**src/rtl/mem_arbiter.sv**
```systemverilog
// mem_arbiter: byte-serial arbiter for the core's single 8-bit RAM port.
// Serves IF fetches (always 4 bytes) and MEM loads/stores (1/2/4 bytes),
// MEM first when both ask. A redirect (jmp_e) abandons a fetch in flight.
// Optional IO_BUF_FULL_EN: stores at or above IO_BASE wait while the UART
// TX buffer is full; without it io_buffer_full is ignored.
module mem_arbiter #(
  parameter int unsigned       ADDR_W  = 32,
  parameter logic [ADDR_W-1:0] IO_BASE = 32'h30000
) (
  input  logic              clk,
  input  logic              rst,
  input  logic              rdy,
  input  logic              jmp_e,
  input  logic              if_req,
  input  logic [ADDR_W-1:0] if_addr,
  output logic [31:0]       if_data,
  output logic              if_done,
  input  logic              mem_req,
  input  logic              mem_we,
  input  logic [2:0]        mem_len,
  input  logic [ADDR_W-1:0] mem_addr,
  input  logic [31:0]       mem_wdata,
  output logic [31:0]       mem_rdata,
  output logic              mem_done,
  input  logic [7:0]        ram_din,
  output logic [7:0]        ram_dout,
  output logic [ADDR_W-1:0] ram_a,
  output logic              ram_wr,
  input  logic              io_buffer_full,
  output logic              if_stall_req,
  output logic              mem_stall_req
);

  typedef enum logic [1:0] {S_IDLE, S_READ, S_WRITE, S_DONE} state_t;

  state_t            state_q;
  logic              owner_if_q;
  logic [ADDR_W-1:0] base_q;
  logic [2:0]        len_q;
  logic [2:0]        cnt_q;
  logic [31:0]       wdata_q;
  logic [31:0]       rbuf_q;
  logic              got_q;
  logic [ADDR_W-1:0] ram_a_q;
  logic [7:0]        ram_dout_q;
  logic              ram_wr_q;
  logic              if_done_q;
  logic              mem_done_q;

  logic [1:0]        cap_lane;
  logic [1:0]        nxt_lane;
  logic [ADDR_W-1:0] nxt_addr;
  logic              io_wait;

  // Lane being captured, next lane to drive and next byte address.
  always_comb begin
    cap_lane = 2'(cnt_q - 3'd1);
    nxt_lane = 2'(cnt_q + 3'd1);
    nxt_addr = base_q + ADDR_W'(cnt_q + 3'd1);
  end

`ifdef IO_BUF_FULL_EN
  assign io_wait = (state_q == S_WRITE) && (ram_a_q >= IO_BASE) && io_buffer_full;
`else
  logic unused_io;
  assign io_wait   = 1'b0;
  assign unused_io = io_buffer_full ^ (|IO_BASE);
`endif

  // Transaction FSM: accepts a request, walks the bytes, pulses done.
  always_ff @(posedge clk or posedge rst) begin
    if (rst) begin
      state_q    <= S_IDLE;
      owner_if_q <= 1'b0;
      base_q     <= '0;
      len_q      <= '0;
      cnt_q      <= '0;
      wdata_q    <= '0;
      rbuf_q     <= '0;
      got_q      <= 1'b0;
      ram_a_q    <= '0;
      ram_dout_q <= '0;
      ram_wr_q   <= 1'b0;
      if_done_q  <= 1'b0;
      mem_done_q <= 1'b0;
    end else if (!rdy) begin
      // The RAM keeps answering the held address while frozen, so the byte
      // for the previous address is only on ram_din in the first frozen
      // cycle: keep it now and skip the normal capture on resume.
      if (state_q == S_READ && cnt_q != 3'd0 && !got_q) begin
        rbuf_q[{cap_lane, 3'b000} +: 8] <= ram_din;
        got_q                           <= 1'b1;
      end
    end else begin
      unique case (state_q)
        S_IDLE: begin
          if_done_q  <= 1'b0;
          mem_done_q <= 1'b0;
          got_q      <= 1'b0;
          cnt_q      <= '0;
          rbuf_q     <= '0;
          if (mem_req) begin
            owner_if_q <= 1'b0;
            base_q     <= mem_addr;
            len_q      <= mem_len;
            wdata_q    <= mem_wdata;
            ram_a_q    <= mem_addr;
            if (mem_we) begin
              ram_dout_q <= mem_wdata[7:0];
              ram_wr_q   <= 1'b1;
              state_q    <= S_WRITE;
            end else begin
              state_q <= S_READ;
            end
          end else if (if_req && !jmp_e) begin
            owner_if_q <= 1'b1;
            base_q     <= if_addr;
            len_q      <= 3'd4;
            ram_a_q    <= if_addr;
            state_q    <= S_READ;
          end
        end
        S_READ: begin
          if (owner_if_q && jmp_e) begin
            got_q   <= 1'b0;
            state_q <= S_IDLE;
          end else begin
            if (cnt_q != 3'd0 && !got_q) begin
              rbuf_q[{cap_lane, 3'b000} +: 8] <= ram_din;
            end
            got_q <= 1'b0;
            if (cnt_q == len_q) begin
              if_done_q  <= owner_if_q;
              mem_done_q <= !owner_if_q;
              state_q    <= S_DONE;
            end else begin
              cnt_q <= cnt_q + 3'd1;
              if ((cnt_q + 3'd1) < len_q) begin
                ram_a_q <= nxt_addr;
              end
            end
          end
        end
        S_WRITE: begin
          if (!io_wait) begin
            if ((cnt_q + 3'd1) < len_q) begin
              cnt_q      <= cnt_q + 3'd1;
              ram_a_q    <= nxt_addr;
              ram_dout_q <= wdata_q[{nxt_lane, 3'b000} +: 8];
            end else begin
              ram_wr_q   <= 1'b0;
              mem_done_q <= 1'b1;
              state_q    <= S_DONE;
            end
          end
        end
        S_DONE: begin
          if_done_q  <= 1'b0;
          mem_done_q <= 1'b0;
          state_q    <= S_IDLE;
        end
        default: state_q <= S_IDLE;
      endcase
    end
  end

  // A redirect during the fetch's done cycle kills the pulse.
  assign if_done       = if_done_q & ~jmp_e;
  assign mem_done      = mem_done_q;
  assign if_data       = rbuf_q;
  assign mem_rdata     = rbuf_q;
  assign ram_a         = ram_a_q;
  assign ram_dout      = ram_dout_q;
  assign ram_wr        = ram_wr_q & rdy & ~io_wait;
  assign if_stall_req  = if_req & ~if_done;
  assign mem_stall_req = mem_req & ~mem_done;

endmodule
```
**config.mk**
```make
export PLATFORM = sky130hd
export DESIGN_NAME = mem_arbiter
export DESIGN_NICKNAME = d
export VERILOG_FILES = /design/src/rtl/mem_arbiter.sv
export SDC_FILE = /design/constraint.sdc
export NUM_CORES = 1
export LEC_CHECK = 0
export CORE_MARGIN = 2
export CORE_UTILIZATION = 30
export DETAILED_ROUTE_END_ITERATION = 8
export GPL_TIMING_DRIVEN = 1
export HOLD_SLACK_MARGIN = 0.02
export PLACE_DENSITY = 0.66
export SLEW_MARGIN = 40
export SYNTH_ARGS = -nofsm -noshare
export SYNTH_HDL_FRONTEND = slang
export SYNTH_SLANG_ARGS = --single-unit
```
**constraint.sdc**
```tcl
create_clock -name clk -period 10.9 [get_ports clk]
set_clock_uncertainty 0.1 [all_clocks]
set_input_delay 2.18 -clock clk [delete_from_list [all_inputs] [get_ports clk]]
set_output_delay 2.18 -clock clk [all_outputs]
set_load 0.1 [all_outputs]
```
# After elaboration in Yosys (flattened, before gate mapping)
# Index checks and enable logic that the tools add are counted.
classes:
  add_sub_neg: 5
  n_lt_le_gt_ge: 1
  eq_ne: 17
  shift: 3
  mux: 45
  bitwise: 7
  reduce_logical: 28
op_table:
  columns: ["operator", "count"]
  rows:
  - ["2-to-1 mux 32 bit", 9]
  - ["one-hot mux 32 bit (3 select lines)", 1]
  - ["one-hot mux 32 bit (2 select lines)", 1]
  - ["adder 32 x 4 -> 32 bit", 1]
  - ["bitwise mux 32 bit", 1]
  - ["variable shift 8 x 7 -> 32 bit, first input constant", 1]
  - ["indexed part select 32 x 6 -> 8 bit", 1]
  - ["indexed part select 8 x 7 -> 32 bit", 1]
  - ["2-to-1 mux 8 bit", 3]
  - ["AND reduction 5 bit", 4]
  - ["one-hot mux 8 bit (2 select lines)", 1]
  - ["AND reduction 4 bit", 4]
  - ["2-to-1 mux 3 bit", 5]
  - ["!= test 2 bit, second input constant", 7]
  - ["2-to-1 mux 1 bit", 13]
  - ["2-to-1 mux 2 bit", 6]
  - ["one-hot mux 3 bit (3 select lines)", 1]
  - ["one-hot mux 2 bit (4 select lines)", 1]
  - ["nonzero test 2 bit", 4]
  - ["negation 5 -> 7 bit", 1]
  - ["!= test 3 x 1 -> 1 bit, second input constant", 2]
  - ["!= test 3 bit, second input constant", 2]
  - ["AND reduction 3 bit", 2]
  - ["nonzero test 3 bit", 2]
  - ["other kinds (18)", 32]
totals:
  register_bits: 149
  in_bits: 115
  output_inout_bits: 109
  elab_cells: 119

# Depth between registers and ports, before layout
depth:
  ltp_word: 8
  depth_mapped: 11

# Least setup slack after synthesis
# No wires, ideal clock.
synth_timing:
  path_type: "input-to-output"
  start: "input jmp_e"
  end: "output if_stall_req"
  t_arrival_ps: 4519
  required_time_ps: 8620
  setup_slack_ps: 4101
  stages: 2
  path_buffers: 0
  cell_sequence: "nor2b_1 > nor2b_1"
synth_via:
  elab_chain_cells: 4
synth_rtl:
  columns: ["element", "line", "rtl"]
  rows:
  - ["start, declared", "13", "input logic jmp_e,"]
  - ["inverter 1 bit", "168", "assign if_done = if_done_q & ~jmp_e;"]
  - ["AND 1 bit", "168", null]
  - ["inverter 1 bit", "175", "assign if_stall_req = if_req & ~if_done;"]
  - ["AND 1 bit", "175", null]
  - ["end, declared", "30", "output logic if_stall_req,"]
# Every way passes these cells.

# Worst setup path after layout
layout_timing:
  start: "input rdy"
  end: "output ram_wr"
layout_via:
  elab_chain_cells: 1
layout_rtl:
  columns: ["element", "line", "rtl"]
  rows:
  - ["start, declared", "12", "input logic rdy,"]
  - ["AND 1 bit", "174", "assign ram_wr = ram_wr_q & rdy & ~io_wait;"]
  - ["end, declared", "28", "output logic ram_wr,"]
# Every way passes these cells.

==> impl.org <==
** Timing
- Measured against its own limit, the worst slew margin works out to 42.13%.
- Timing would allow up to 169.8 MHz.
- The final max-slew violation count is 0.
- Setup repair after global routing missed its margin :: false
- For the final routed database, the setup TNS stands at 0 ns.
- Setup violations remaining at the end of the flow were counted as 0.
- Hold timing on the final database bottoms out at a slack of 0.3887 ns.
- Transition at the pin with the smallest max-transition slack :: 0.8615 ns
- Final Cycle Share :: 54.02%
- The number of hold-slack violations in the final timing report is 0.
- The clock period could shrink to 5.888 ns.

** Synth
- When the netlist entered floorplanning its net count stood at 906.
- Gate count of the mapped netlist :: 774
- Synth warn :: 0
- Among all flip-flop cells after synthesis, the most frequent one is dfrtp_1.
- Counting distinct cell types in the post-synthesis netlist gives 53.
- Simple-gate area share of the yosys netlist :: 13.42%
- Post-synthesis sequential element count :: 149
- After synthesis, flip-flops and latches occupy 46.24% of the total area.
- Summing the areas of all compound-gate instances in the mapped netlist gives 12.13% of the synthesized area.
- Top cells by area, synth :: dfrtp_1 46%, mux2_2 9.2%, mux2i_1 5.6%
- After Yosys synthesis, full adders, half adders and majority gates account for 2.731% of the synthesized area.
- Fraction of synthesized area in multiplexers :: 17.18%
- Parity-gate share of the synthesized area counting xor and xnor cells :: 1.955%
- For this run, asynchronously set or reset flops after synthesis account for 100.0%.
- The largest total area in the synthesized netlist belongs to dfrtp_1.
- Number of flops mapped to enable cells by yosys :: 0
- Netlist area before placement :: 8064 sq um
- After synthesis, the largest family of logic cells by area is multiplexers.
- In this run the biggest area consumer among cell types represents 46.24% of the synthesized area.
- Post-synthesis area per instance :: 10.42 sq um

** Drt
- Via density per instance :: 5.045
- In the routed design, unresolved DRC markers number 0.
- Routed vias :: 6,558
- Number of detailed-route iterations in the first pass :: 5
- Total length of routed wires :: 22,580 microns
- Average detailed-routed wire length per instance :: 17.37 microns
- The detailed router finished its first iteration with 394 violations.
- The count of nets left with antenna violations once routing finished came out at 0.

** Clocking
- In this run the clock root is driven by a clkbuf_16.
- Once the clock tree was built, the setup fixing pass inserted 0 buffers.
- The H-tree was split into 4 levels.
- Reg clk slew, reported paths :: 0.06 ns
- Clock tree synthesis found a total of 149 sinks.
- TritonCTS built the clock tree.
- Longest Clk Path Bufs :: 2
- Gates resized during post-CTS repair numbered 0.
- Number of hold-repair buffers added at the cts stage :: 0
- Later-pin clock latency in the skew report :: 0.43 ns
- Buffers inserted during clock tree synthesis total 17.

** Worst setup path
- The worst register-to-register path ends at ram_dout[7].
- Crit path launch :: rdy
- In this run the worst path has a maximum fanout of 13.
- Setup slack on the worst reg-to-reg path comes out at 7.29 ns.
- Crit path capture type :: output pin
- The cell family contributing the most delay on the critical path is buffers and inverters.
- STA puts the critical path data required time at 8.62 ns.
- The largest single stage delay on the critical path is 0.81 ns.
- The worst register-to-register path begins at cnt_q[0].
- The number of cells on the worst reg-to-reg path is 8.
- The critical path is of the input pin to output pin type.
- Cells traversed along the worst timing path :: clkdlybuf4s50_1, and2_1, buf_2
- Signal arrival time at the worst endpoint :: 3.61 ns
- STA classifies the critical path startpoint as an input pin.
- Slowest library cell on the worst path :: clkdlybuf4s50_1
- Crit path buffers/inverters :: 2

** Run status
- Outcome :: completed

** Cells and area
- Cells with a size suffix above 1 make up 25.03% of the layout.
- The count of cells in the finished layout, fillers not included, comes to 1,300.
- After routing the design area is 10,510 sq um.
- Relative to the synthesized area, the layout overhead comes to 30.38%.
- In the final design database the tool counted 1,078 nets.
- The repair_antennas step left the layout with diodes totalling 0.

** Placed design
- Summed over all nets, the half-perimeter wirelength after detailed placement is 15,930 microns.
- Number of instances in the placed design :: 1,268
- Number of input and output port buffers inserted :: 222
- The congestion estimate from routability-driven global placement came to 0.7849.
- The placed instances occupy a cell area of 9856 sq um.

** Min path
- In this run the most critical hold path is launched from base_q[0].
- The worst hold path terminates at base_q[0].
- The worst hold path belongs to the class register to register.
- Worst hold path stage count :: 2

** Run
- Number of maximum-capacitance constraint violations :: 0

** Die
- The floorplan step set the die height to 168.0 microns.
- During I/O placement, the number of pins put on the boundary was 224.
- The floorplan has 60 rows.
- Measured along the x axis, the die boundary spans 168.0 microns.
- Once the floorplan was initialized, standard cells occupied 30.26% of the core.
- Placeable core region :: 26,650 sq um
- The die covers 28,210 sq um.

** GRT
- For this run, the total global-route usage over all layers was measured as 16.34%.
- Wire length of the first global-routing pass :: 36,250 microns
- Antenna violations before repair :: 1
- Entering global routing, the biggest net connects 87 pins.
- The via count of the first global-routing pass was 6,534.
- Grt ovf :: 0
[worst max path at each step]
| stage | depth (start not counted) | end | slack [ns] |
|---|---|---|---|
| 6_report | 3 | ram_wr | 5.01 |
| 5_1_grt | 3 | ram_wr | 4.96 |
| 4_1_cts | 3 | ram_wr | 5.01 |
| 3_5_place_dp | 3 | ram_wr | 5.01 |
| 3_3_place_gp | 3 | ram_wr | 4.30 |
| 2_1_floorplan | 2 | if_stall_req | 4.10 |
[synthesized netlist by cell type (all sizes together), types with 2 or more instances]
cell and count:
a31o 2, a21boi 2, and3 7, mux4 8, a211o 3, nor2 7
inv 18, a2111oi 4, o21ai 46, or3 2, nand2 86, mux2 67
a221o 7, clkbuf 38, a22o 6, a21oi 40, o211ai 3, nand4 8
a31oi 8, nand2b 5, a21o 2, dfrtp 149, nor3 5, a211oi 3
xnor2 14, nor4 15, nor2b 6, mux2i 45, ha 16, xor2 4
o22ai 2, buf 43, o31ai 16, nor3b 5, o31a 2, and4 4
and2 15, nand3 51
[sequential cells by signal, summed over array words and instances, names as in the netlist]
signal / count
cnt_q: 3
ram_dout: 8
if_data: 32
ram_wr_q: 1
len_q: 3
mem_done: 1
wdata_q: 32
state_q: 2
if_done_q: 1
got_q: 1
owner_if_q: 1
base_q: 32
ram_a: 32
[per-layer routing]
| metal | vias to the layer above | track usage (%) | wire length [microns] |
|---|---|---|---|
| li1 | 3131 | - | - |
| met1 | 3190 | 21.68 | 10220 |
| met2 | 206 | 26.66 | 10790 |
| met3 | 31 | 2.797 | 1066 |
| met4 | 0 | 6.503 | 504 |
| met5 | - | 0 | 0 |
[kinds of logic after synthesis]
family / Yosys count
xor+xnor: 18
fa+ha+maj: 17
mux: 120
buf+inv: 99
flops: 149
compound gates: 153
simple gates: 218
[stage by stage]
step                util (%)  setup WS (ns)
global route           39.45          4.955
finish                 39.45          5.012
global placement       38.94          4.300
floorplan                  -          4.101
CTS                    39.38          5.010
detailed placement     36.98          5.005
[layout by cell type (no fill, tap or decap), types with 13 or more instances in the layout]
| cell | n |
|---|---|
| ha_1 | 16 |
| nand3_1 | 51 |
| mux2i_1 | 45 |
| clkdlybuf4s50_1 | 112 |
| o31ai_1 | 15 |
| mux2_2 | 66 |
| and2_1 | 15 |
| nand2_1 | 86 |
| inv_1 | 17 |
| dfrtp_1 | 148 |
| a21oi_1 | 40 |
| buf_2 | 110 |
| o21ai_0 | 46 |
| nor4_1 | 13 |
| clkbuf_16 | 17 |
| xnor2_1 | 14 |
[worst min-delay path, cell delays in order, from the launching register on]
cell and delay, ns:
dfrtp_1 0.34, nand2_1 0.05, o21ai_0 0.06
[area by class of cell]
cell class	count	area [sq um]
tap	341	426.7
inverter	18	75.07
sequential	149	3730
fill	2627	16140
clock inverter	15	212.7
multi-input combinational	526	3879
timing repair buffer	234	1765
clock buffer	17	425.4
Power is not shown: default switching activity piles up to over one toggle a cycle in this logic, so the estimate is an artifact.
